**src/rtl/brisc_pkg.sv**
```systemverilog
// brisc_pkg: shared core widths and pipeline enums.
package brisc_pkg;
    localparam int REG_BITS = 5;
    localparam int XLEN = 32;
    typedef enum logic [1:0] {RES_ALU, RES_CACHE, RES_PC4} result_src_e;
    typedef enum logic [1:0] {FROM_RF, FROM_CACHE, FROM_WB} fwd_src_e;
    typedef enum logic [1:0] {RUN, DMISS, IMISS} hz_state_e;
endpackage

```
**src/rtl/fwd_unit.sv**
```systemverilog
// fwd_unit: picks the youngest in-flight producer of one ALU operand; C beats WB.
module fwd_unit
    import brisc_pkg::*;
(
    input  logic [REG_BITS-1:0] rs_E,
    input  logic [REG_BITS-1:0] rd_C,
    input  logic                reg_write_C,
    input  logic [REG_BITS-1:0] rd_WB,
    input  logic                reg_write_WB,
    output fwd_src_e            fwd_src
);
    always_comb begin
        fwd_src = (reg_write_C && rd_C != '0 && rd_C == rs_E) ? FROM_CACHE :
                  (reg_write_WB && rd_WB != '0 && rd_WB == rs_E) ? FROM_WB : FROM_RF;
    end
endmodule

```
**src/rtl/hazard_ctrl.sv**
```systemverilog
// hazard_ctrl: forwarding selects, stall/flush priority, miss FSM and perf counters.
module hazard_ctrl
    import brisc_pkg::*;
#(
    parameter int CNT_BITS = 32
) (
    input  logic                clk,
    input  logic                reset,
    input  logic [REG_BITS-1:0] rs1_D_in,
    input  logic [REG_BITS-1:0] rs2_D_in,
    input  logic [REG_BITS-1:0] rs1_E_in,
    input  logic [REG_BITS-1:0] rs2_E_in,
    input  logic [REG_BITS-1:0] rd_E_in,
    input  result_src_e         result_src_E_in,
    input  logic [REG_BITS-1:0] rd_C_in,
    input  logic                reg_write_C_in,
    input  logic [REG_BITS-1:0] rd_WB_in,
    input  logic                reg_write_WB_in,
    input  logic                redirect_E_in,
    input  logic                icache_miss_in,
    input  logic                icache_ready_in,
    input  logic                dcache_miss_in,
    input  logic                dcache_ready_in,
    output fwd_src_e            fwd_src1_E_out,
    output fwd_src_e            fwd_src2_E_out,
    output logic                stall_F_out,
    output logic                stall_D_out,
    output logic                stall_E_out,
    output logic                stall_C_out,
    output logic                flush_D_out,
    output logic                flush_E_out,
    output logic                flush_C_out,
    output hz_state_e           state_out,
    output logic [CNT_BITS-1:0] stall_cycles_out,
    output logic [CNT_BITS-1:0] redirects_out
);
    hz_state_e state_n;
    fwd_src_e  fwd1, fwd2;
    logic      pend_redirect;
    logic      load_use, dmiss, imiss, redir, lu, im, discard;
    fwd_unit u_fwd1 (.rs_E(rs1_E_in), .rd_C(rd_C_in), .reg_write_C(reg_write_C_in),
                     .rd_WB(rd_WB_in), .reg_write_WB(reg_write_WB_in), .fwd_src(fwd1));
    fwd_unit u_fwd2 (.rs_E(rs2_E_in), .rd_C(rd_C_in), .reg_write_C(reg_write_C_in),
                     .rd_WB(rd_WB_in), .reg_write_WB(reg_write_WB_in), .fwd_src(fwd2));
    always_comb begin
        load_use = result_src_E_in == RES_CACHE && rd_E_in != '0 &&
                   (rd_E_in == rs1_D_in || rd_E_in == rs2_D_in);
        dmiss    = dcache_miss_in || (state_out == DMISS && !dcache_ready_in);
        imiss    = icache_miss_in || (state_out == IMISS && !icache_ready_in);
        redir    = redirect_E_in && !dmiss;
        lu       = load_use && !dmiss && !redirect_E_in;
        im       = imiss && !dmiss && !redirect_E_in && !load_use;
        // a refill that raced a redirect fetched the wrong path and must be dropped
        discard  = state_out == IMISS && icache_ready_in && pend_redirect && !dmiss;
    end
    always_ff @(posedge clk) begin
        if (reset) begin
            state_out        <= RUN;
            pend_redirect    <= 1'b0;
            stall_cycles_out <= '0;
            redirects_out    <= '0;
        end else begin
            state_out     <= state_n;
            pend_redirect <= (redir && imiss) ? 1'b1 : discard ? 1'b0 : pend_redirect;
            if (stall_F_out && !(&stall_cycles_out))
                stall_cycles_out <= stall_cycles_out + 1'b1;
            if (redir && !(&redirects_out))
                redirects_out <= redirects_out + 1'b1;
        end
    end
    always_comb begin
        state_n = dmiss ? DMISS : imiss ? IMISS : RUN;
    end
    always_comb begin
        fwd_src1_E_out = reset ? FROM_RF : fwd1;
        fwd_src2_E_out = reset ? FROM_RF : fwd2;
        stall_F_out    = !reset && (dmiss || lu || im);
        stall_D_out    = !reset && (dmiss || lu);
        stall_E_out    = !reset && dmiss;
        stall_C_out    = !reset && dmiss;
        flush_D_out    = reset || redir || im || discard;
        flush_E_out    = reset || redir || lu;
        flush_C_out    = reset;
    end
endmodule

```
**config.mk**
```make
export PLATFORM = sky130hd
export DESIGN_NAME = hazard_ctrl
export DESIGN_NICKNAME = d
export VERILOG_FILES = /design/src/rtl/brisc_pkg.sv /design/src/rtl/fwd_unit.sv /design/src/rtl/hazard_ctrl.sv
export SDC_FILE = /design/constraint.sdc
export NUM_CORES = 1
export LEC_CHECK = 0
export ABC_CLOCK_PERIOD_IN_PS = 5300
export CORE_MARGIN = 4
export CORE_UTILIZATION = 50
export DETAILED_ROUTE_END_ITERATION = 8
export MAX_ROUTING_LAYER = met4
export PLACE_DENSITY = 0.83
export SLEW_MARGIN = 20
export SYNTH_ARGS = -nofsm -noshare
export SYNTH_HDL_FRONTEND = slang
export SYNTH_HIERARCHICAL = 1
export SYNTH_SLANG_ARGS = --single-unit
```
**constraint.sdc**
```tcl
create_clock -name clk -period 5.3 [get_ports clk]
set_clock_uncertainty 0.05 [all_clocks]
set_input_delay 1.325 -clock clk [delete_from_list [all_inputs] [get_ports clk]]
set_output_delay 1.325 -clock clk [all_outputs]
set_load 0.05 [all_outputs]
```
==> results by group <==
Outcome
  • Run status: finished clean

Worst setup path
  • Signal arrival time at the worst endpoint: 3.62 ns
  • Number of cells on the worst reg-to-reg path: 7
  • Element type at the critical path start: input port
  • Element type at the critical path end: output pin
  • Start of the worst register-to-register path: stall_cycles_out[2]$_SDFFE_PP0P_
  • Reg-to-reg setup timing slack: 2.55 ns
  • Capturing element of the worst setup path: fwd_src1_E_out[1]
  • Critical path data required time: 3.92 ns
  • Capture instance of the worst register-to-register path: stall_cycles_out[27]$_SDFFE_PP0P_
  • Launching element of the worst setup path: rd_C_in[0]
  • Maximum net fanout on the critical path: 4
  • Worst setup path category: input port to output pin

Clock network
  • Clock tree from TritonCTS: yes
  • Number of hold-repair buffers added at the cts stage: 0
  • Clock insertion delay at the later pin of the skew report: about 0.34 ns
  • Reg clk slew, reported paths: 0.07 ns
  • Maximum level of the CTS H-tree: 3
  • # Post-CTS Setup Buffers: 0
  • Number of sinks handled by clock tree synthesis: 67
  • Number of buffers added by the clock tree synthesis step: 9
  • Clock Tree Buf Depth: 2
  • Number of gates given a new drive strength after cts: 0
  • Root buffer cell: sky130_fd_sc_hd__clkbuf_8

Pwr
  • Post-layout power: around 1.2 mW
  • Power Density: 218 nW/um^2
  • Highest ir drop seen on vdd: 150 uV
  • LEAKAGE: 1.79 nW

Place
  • Cell count after placement: 668
  • Cell Area, Placed: 5090 sq um
  • DPL Wire Length: 7.76 mm
  • Placer Congestion: around 0.93
  • Number of input and output port buffers inserted: 122

Global route
  • Total congestion overflow: 0
  • Number of antenna violations at the first check in global routing: 0
  • Maximum number of pins on one net before global-route repair: 42
  • Number of global-route vias before repair: 3646
  • Overall fraction of global-route tracks in use: 23.9%
  • Global-route wire length before repair: 16.9 mm

Timing
  • Upper clock frequency limit: 0.200 GHz
  • Worst-Margin Slew: around 0.94 ns
  • Worst hold margin: 0.460 ns
  • Time the final worst path needs with I/O delays and setup: 5.00 ns
  • Slew HR: 37.3%
  • Hold violation count in the final report: 0
  • Setup Viol. Count Final: 0
  • Setup TNS: 0 ns
  • RSZ-0062 raised after global routing: false
  • Final count of pins violating max slew: 0
  • Period Utilization, post-route: about 94%

Routing
  • First-pass iteration count of the detailed router: 4
  • Post-detailed-route wirelength per cell: 15.3 um
  • Total number of vias: 3839
  • Overall routed net length: 10.5 mm
  • Post-route DRC: 0
  • Initial drt markers: 166
  • Avg Vias per Cell: 5.61
  • Remaining antenna violation count: 0

Logic synthesis
  • Number of flops mapped to enable cells by yosys: 0
  • Dominant register cell in the synthesized netlist: sky130_fd_sc_hd__dfxtp_1
  • Most frequent cell after synthesis: sky130_fd_sc_hd__dfxtp_1
  • Leading post-synthesis cells by instance count: sky130_fd_sc_hd__dfxtp_1 (67), sky130_fd_sc_hd__nor2_1 (57), sky130_fd_sc_hd__xor2_1 (36), sky130_fd_sc_hd__a21oi_1 (34), sky130_fd_sc_hd__nand2_1 (26)
  • Async set or reset register ratio after synthesis: 0%
  • Post-synthesis instance area: 3810 sq um
  • Portion of synthesized cell area occupied by the leading cell type: around a third
  • Most area-consuming cells after synthesis: sky130_fd_sc_hd__dfxtp_1 (35%), sky130_fd_sc_hd__xor2_1 (8.3%), sky130_fd_sc_hd__nor2_1 (5.6%)
  • Yosys cell types: 50
  • Count of state elements after synthesis: 67
  • Most area-hungry cell type in the Yosys netlist: sky130_fd_sc_hd__dfxtp_1
  • Avg Inst Size Synth: 8.23 sq um
  • Net count after synthesis: 511
  • Yosys warning count: 6
  • Register area share after synthesis: 35.2%
  • Mapped Cells: 463

Final layout
  • Count of antenna diodes in the layout: 0
  • Synth-to-Final Area Change: 39.5%
  • Share of post-route cells with drive strength above 1: under 10%
  • Count of placed standard cells in the final layout, fillers left out: 684
  • Area of all placed cells without fillers: 5320 sq um
  • Net count of the finished layout: 628

Floorplan
  • Starting density of the core: a little over half
  • # IOs: 123
  • Area inside the core boundary: 7330 sq um
  • Site Rows: 31
  • Die area: 9090 sq um
  • Die height: ~95 um
  • Die X: around 95 um

Min path
  • Kind of path behind the tightest hold check: register to register

Run
  • Number of violations of the max-capacitance limit: 0
## where the power goes
group          switching (mW)  leakage [nW]  internal (mW)
clock                   0.210         0.111          0.269
combinational          0.0928          1.14         0.0720
sequential            0.00635         0.541          0.508
total                   0.309          1.79          0.849
## final cells by class
| cell class | instances | area, sq um |
|---|---|---|
| Inverter | 11 | 41.3 |
| Clock inverter | 7 | 101 |
| Timing Repair Buffer | 125 | 1270 |
| Fill cell | 553 | 2010 |
| Tap cell | 99 | 124 |
| Clock buffer | 9 | 124 |
| Multi-Input combinational cell | 366 | 2320 |
| Sequential cell | 67 | 1340 |
## sequential cells by signal, summed over array words and instances (netlist names)
signal            count
stall_cycles_out     32
pend_redirect         1
state_out             2
redirects_out        32
## per-layer routing
metal | up-vias | global-route usage, % | share of wire (%)
met4 | 0 | 8.17 | 1.9
li1 | 1914 | - | -
met2 | 106 | 37.9 | 48
met5 | - | - | 0
met1 | 1798 | 30.2 | 45
met3 | 21 | 5.37 | 4.8
## worst max-delay path: stages
cell and delay, ns:
sky130_fd_sc_hd__clkdlybuf4s50_1 0.52, sky130_fd_sc_hd__o41ai_2 0.49, sky130_fd_sc_hd__a211oi_2 0.14, sky130_fd_sc_hd__nor3_2 0.17, sky130_fd_sc_hd__nor2b_1 0.15, sky130_fd_sc_hd__clkdlybuf4s50_1 0.82
## how the worst min path moves through the flow
| stage | depth (start not counted) | slack [ns] | start | endpoint |
|---|---|---|---|---|
| finish | 2 | 0.46 | stall_cycles_out[29]$_SDFFE_PP0P_ | stall_cycles_out[29]$_SDFFE_PP0P_ |
| global route | 2 | 0.49 | stall_cycles_out[17]$_SDFFE_PP0P_ | stall_cycles_out[17]$_SDFFE_PP0P_ |
| CTS | 2 | 0.46 | stall_cycles_out[29]$_SDFFE_PP0P_ | stall_cycles_out[29]$_SDFFE_PP0P_ |
| detailed placement | 2 | 0.45 | stall_cycles_out[29]$_SDFFE_PP0P_ | stall_cycles_out[29]$_SDFFE_PP0P_ |
| global placement | 2 | 0.43 | stall_cycles_out[29]$_SDFFE_PP0P_ | stall_cycles_out[29]$_SDFFE_PP0P_ |
| floorplan | 4 | 0.53 | pend_redirect$_SDFFE_PP0P_ | pend_redirect$_SDFFE_PP0P_ |
## metrics by stage
stage	utilization (%)	worst slack, ns
floorplan	-	0.558
global placement	69.5	0.387
detailed placement	69.5	0.330
CTS	72.6	0.314
global route	72.6	0.203
finish	72.6	0.301
## layout by cell type, fill, tap and decap left out, drive strengths merged, types with 16 or more instances in the layout
cell / instances
clkdlybuf4s50: 118
a21oi: 34
xor2: 36
dfxtp: 67
nor3: 16
o21ai: 25
nor2b: 16
nor2: 57
nand4: 16
nand3: 25
nand2: 26
or3: 17
## kinds of logic (layout without fill, tap and decap cells)
logic type / count (synthesis) / after routing / synth area share (%)
AO/OA/AOI/OAI: 89 / 89 / 14.9
XOR/XNOR: 50 / 50 / 11.5
adder cells (fa/ha/maj): 2 / 2 / 0.656
buffers and inverters: 30 / 152 / 3.97
flip-flops: 67 / 67 / 35.2
multiplexers: 9 / 9 / 3.28
AND/OR/NAND/NOR: 216 / 216 / 30.5
Note: power is estimated with default switching activity, not from simulation.
==> RTL change, RTL diff (config.mk and constraints unchanged) <==
`CNT_BITS`: 32 -> 48.
--- a/src/rtl/hazard_ctrl.sv
+++ b/src/rtl/hazard_ctrl.sv
@@ -2,7 +2,7 @@
 module hazard_ctrl
     import brisc_pkg::*;
 #(
-    parameter int CNT_BITS = 32
+    parameter int CNT_BITS = 48
 ) (
     input  logic                clk,
     input  logic                reset,
Ports: changed (resized redirects_out and stall_cycles_out); port bits go from 123 to 155. No check against the original RTL was run, so the function may have changed too.
==> RTL change against the unedited design <==
Setup slack improved by 0.031 ns. Routed wire length increased by 52%. Synthesized area increased by 42%. Sequential cell count increased by 32. Hold slack got worse by 0.0049 ns. Global-route usage increased by 1.4 points. Power increased by 33%. Highest routed layer unchanged. Cell area increased by 37%.
==> RTL change: results (changes against the unedited design) <==
yosys:
  synth_xor_xnor_area_share_pct: 10.5  # -1.0 points
  syn_avg_cell_area_um2: 7.99  # -2.9%
  synth.yosys.seq_area_share_pct: 36.5  # +1.3 points
  synthMuxAreaShare_pct: 1.01  # -2.3 points
  synthCells: 679  # +47%
  synth_nets: 727  # +42%
  synthTopCellsByArea: "dfxtp_1 (37%), xor2_1 (5.8%), nor2_1 (5.1%)"
final_layout:
  seq_area_share_pct: 27.2  # +2.0 points
  nFillCells: 929  # +68%
  multi_input_comb_area_mm2: 0.00328  # +41%
cts:
  clk_pin_slew_ns: 0.11  # +0.04 ns
  clkSinkCount: 99  # +48%
power_and_ir_drop:
  p_leak_nw: 2.30  # +28%
  netSwitchingPower_uw: 405  # +31%
outcome:
  outcome: "complete, no violations"
hold_path:
  min_from: "stall_cycles_out[4]"
worst_setup_path:
  crit_start: "rd_E_in[1]"
  reg2reg_from: "stall_cycles_out[6]"
  slowest_delay_ns: 0.71  # -0.11 ns
  crit_fanout: 3  # -1
  crit_arrival_ns: 3.59  # -0.03 ns
placed_design:
  hpwl_mm: 11.8  # +52%
  place_congestion: 0.897  # -3.7%
  dp_slack_ns: 0.340  # +0.00954 ns
  dp_cells: 943  # +41%
  place_area_mm2: 0.00703  # +38%
drt:
  first_iter_violations: 423  # +150%
  dr_total_vias: 5690  # +48%
  wl_met1_mm: 6.74  # +44%
  dr_wl_met3_mm: 1.04  # +110%
  firstDrtPassIters: 5  # +1
global_route:
  grt_pass1_wl_mm: 26.5  # +56%
  first_global_vias: 5533  # +52%
==> RTL change: power groups by stage <==
stage | Combinational, mW | Sequential [mW] | Clock, mW
floorplan | 0.0825 | 0.786 | 0
CTS | 0.174 | 0.755 | 0.617
detailed placement | 0.173 | 0.772 | 0
global placement | 0.166 | 0.772 | 0
global route | 0.187 | 0.756 | 0.651
finish | 0.175 | 0.755 | 0.615
==> RTL change: path summary, 6_finish.rpt <==
path	to	slack (ns)	cells after the start
worst max-delay path	flush_E_out	0.33	7
worst min-delay path	stall_cycles_out[4]	0.46	2
worst max register to register	stall_cycles_out[1]	2.12	8
worst min register to register	stall_cycles_out[4]	0.46	2
==> RTL change: through the flow <==
stage,power [mW],hold WS [ns]
2_1_floorplan,0.869,0.524
3_3_place_gp,0.938,0.432
4_1_cts,1.55,0.460
3_5_place_dp,0.946,0.444
6_report,1.55,0.455
5_1_grt,1.59,0.475
==> RTL change: critical path, delay by kind of cell <==
family	cells	cell delay (ns)
buf+inv	2	1.18
compound gates	2	0.40
simple gates	3	0.68
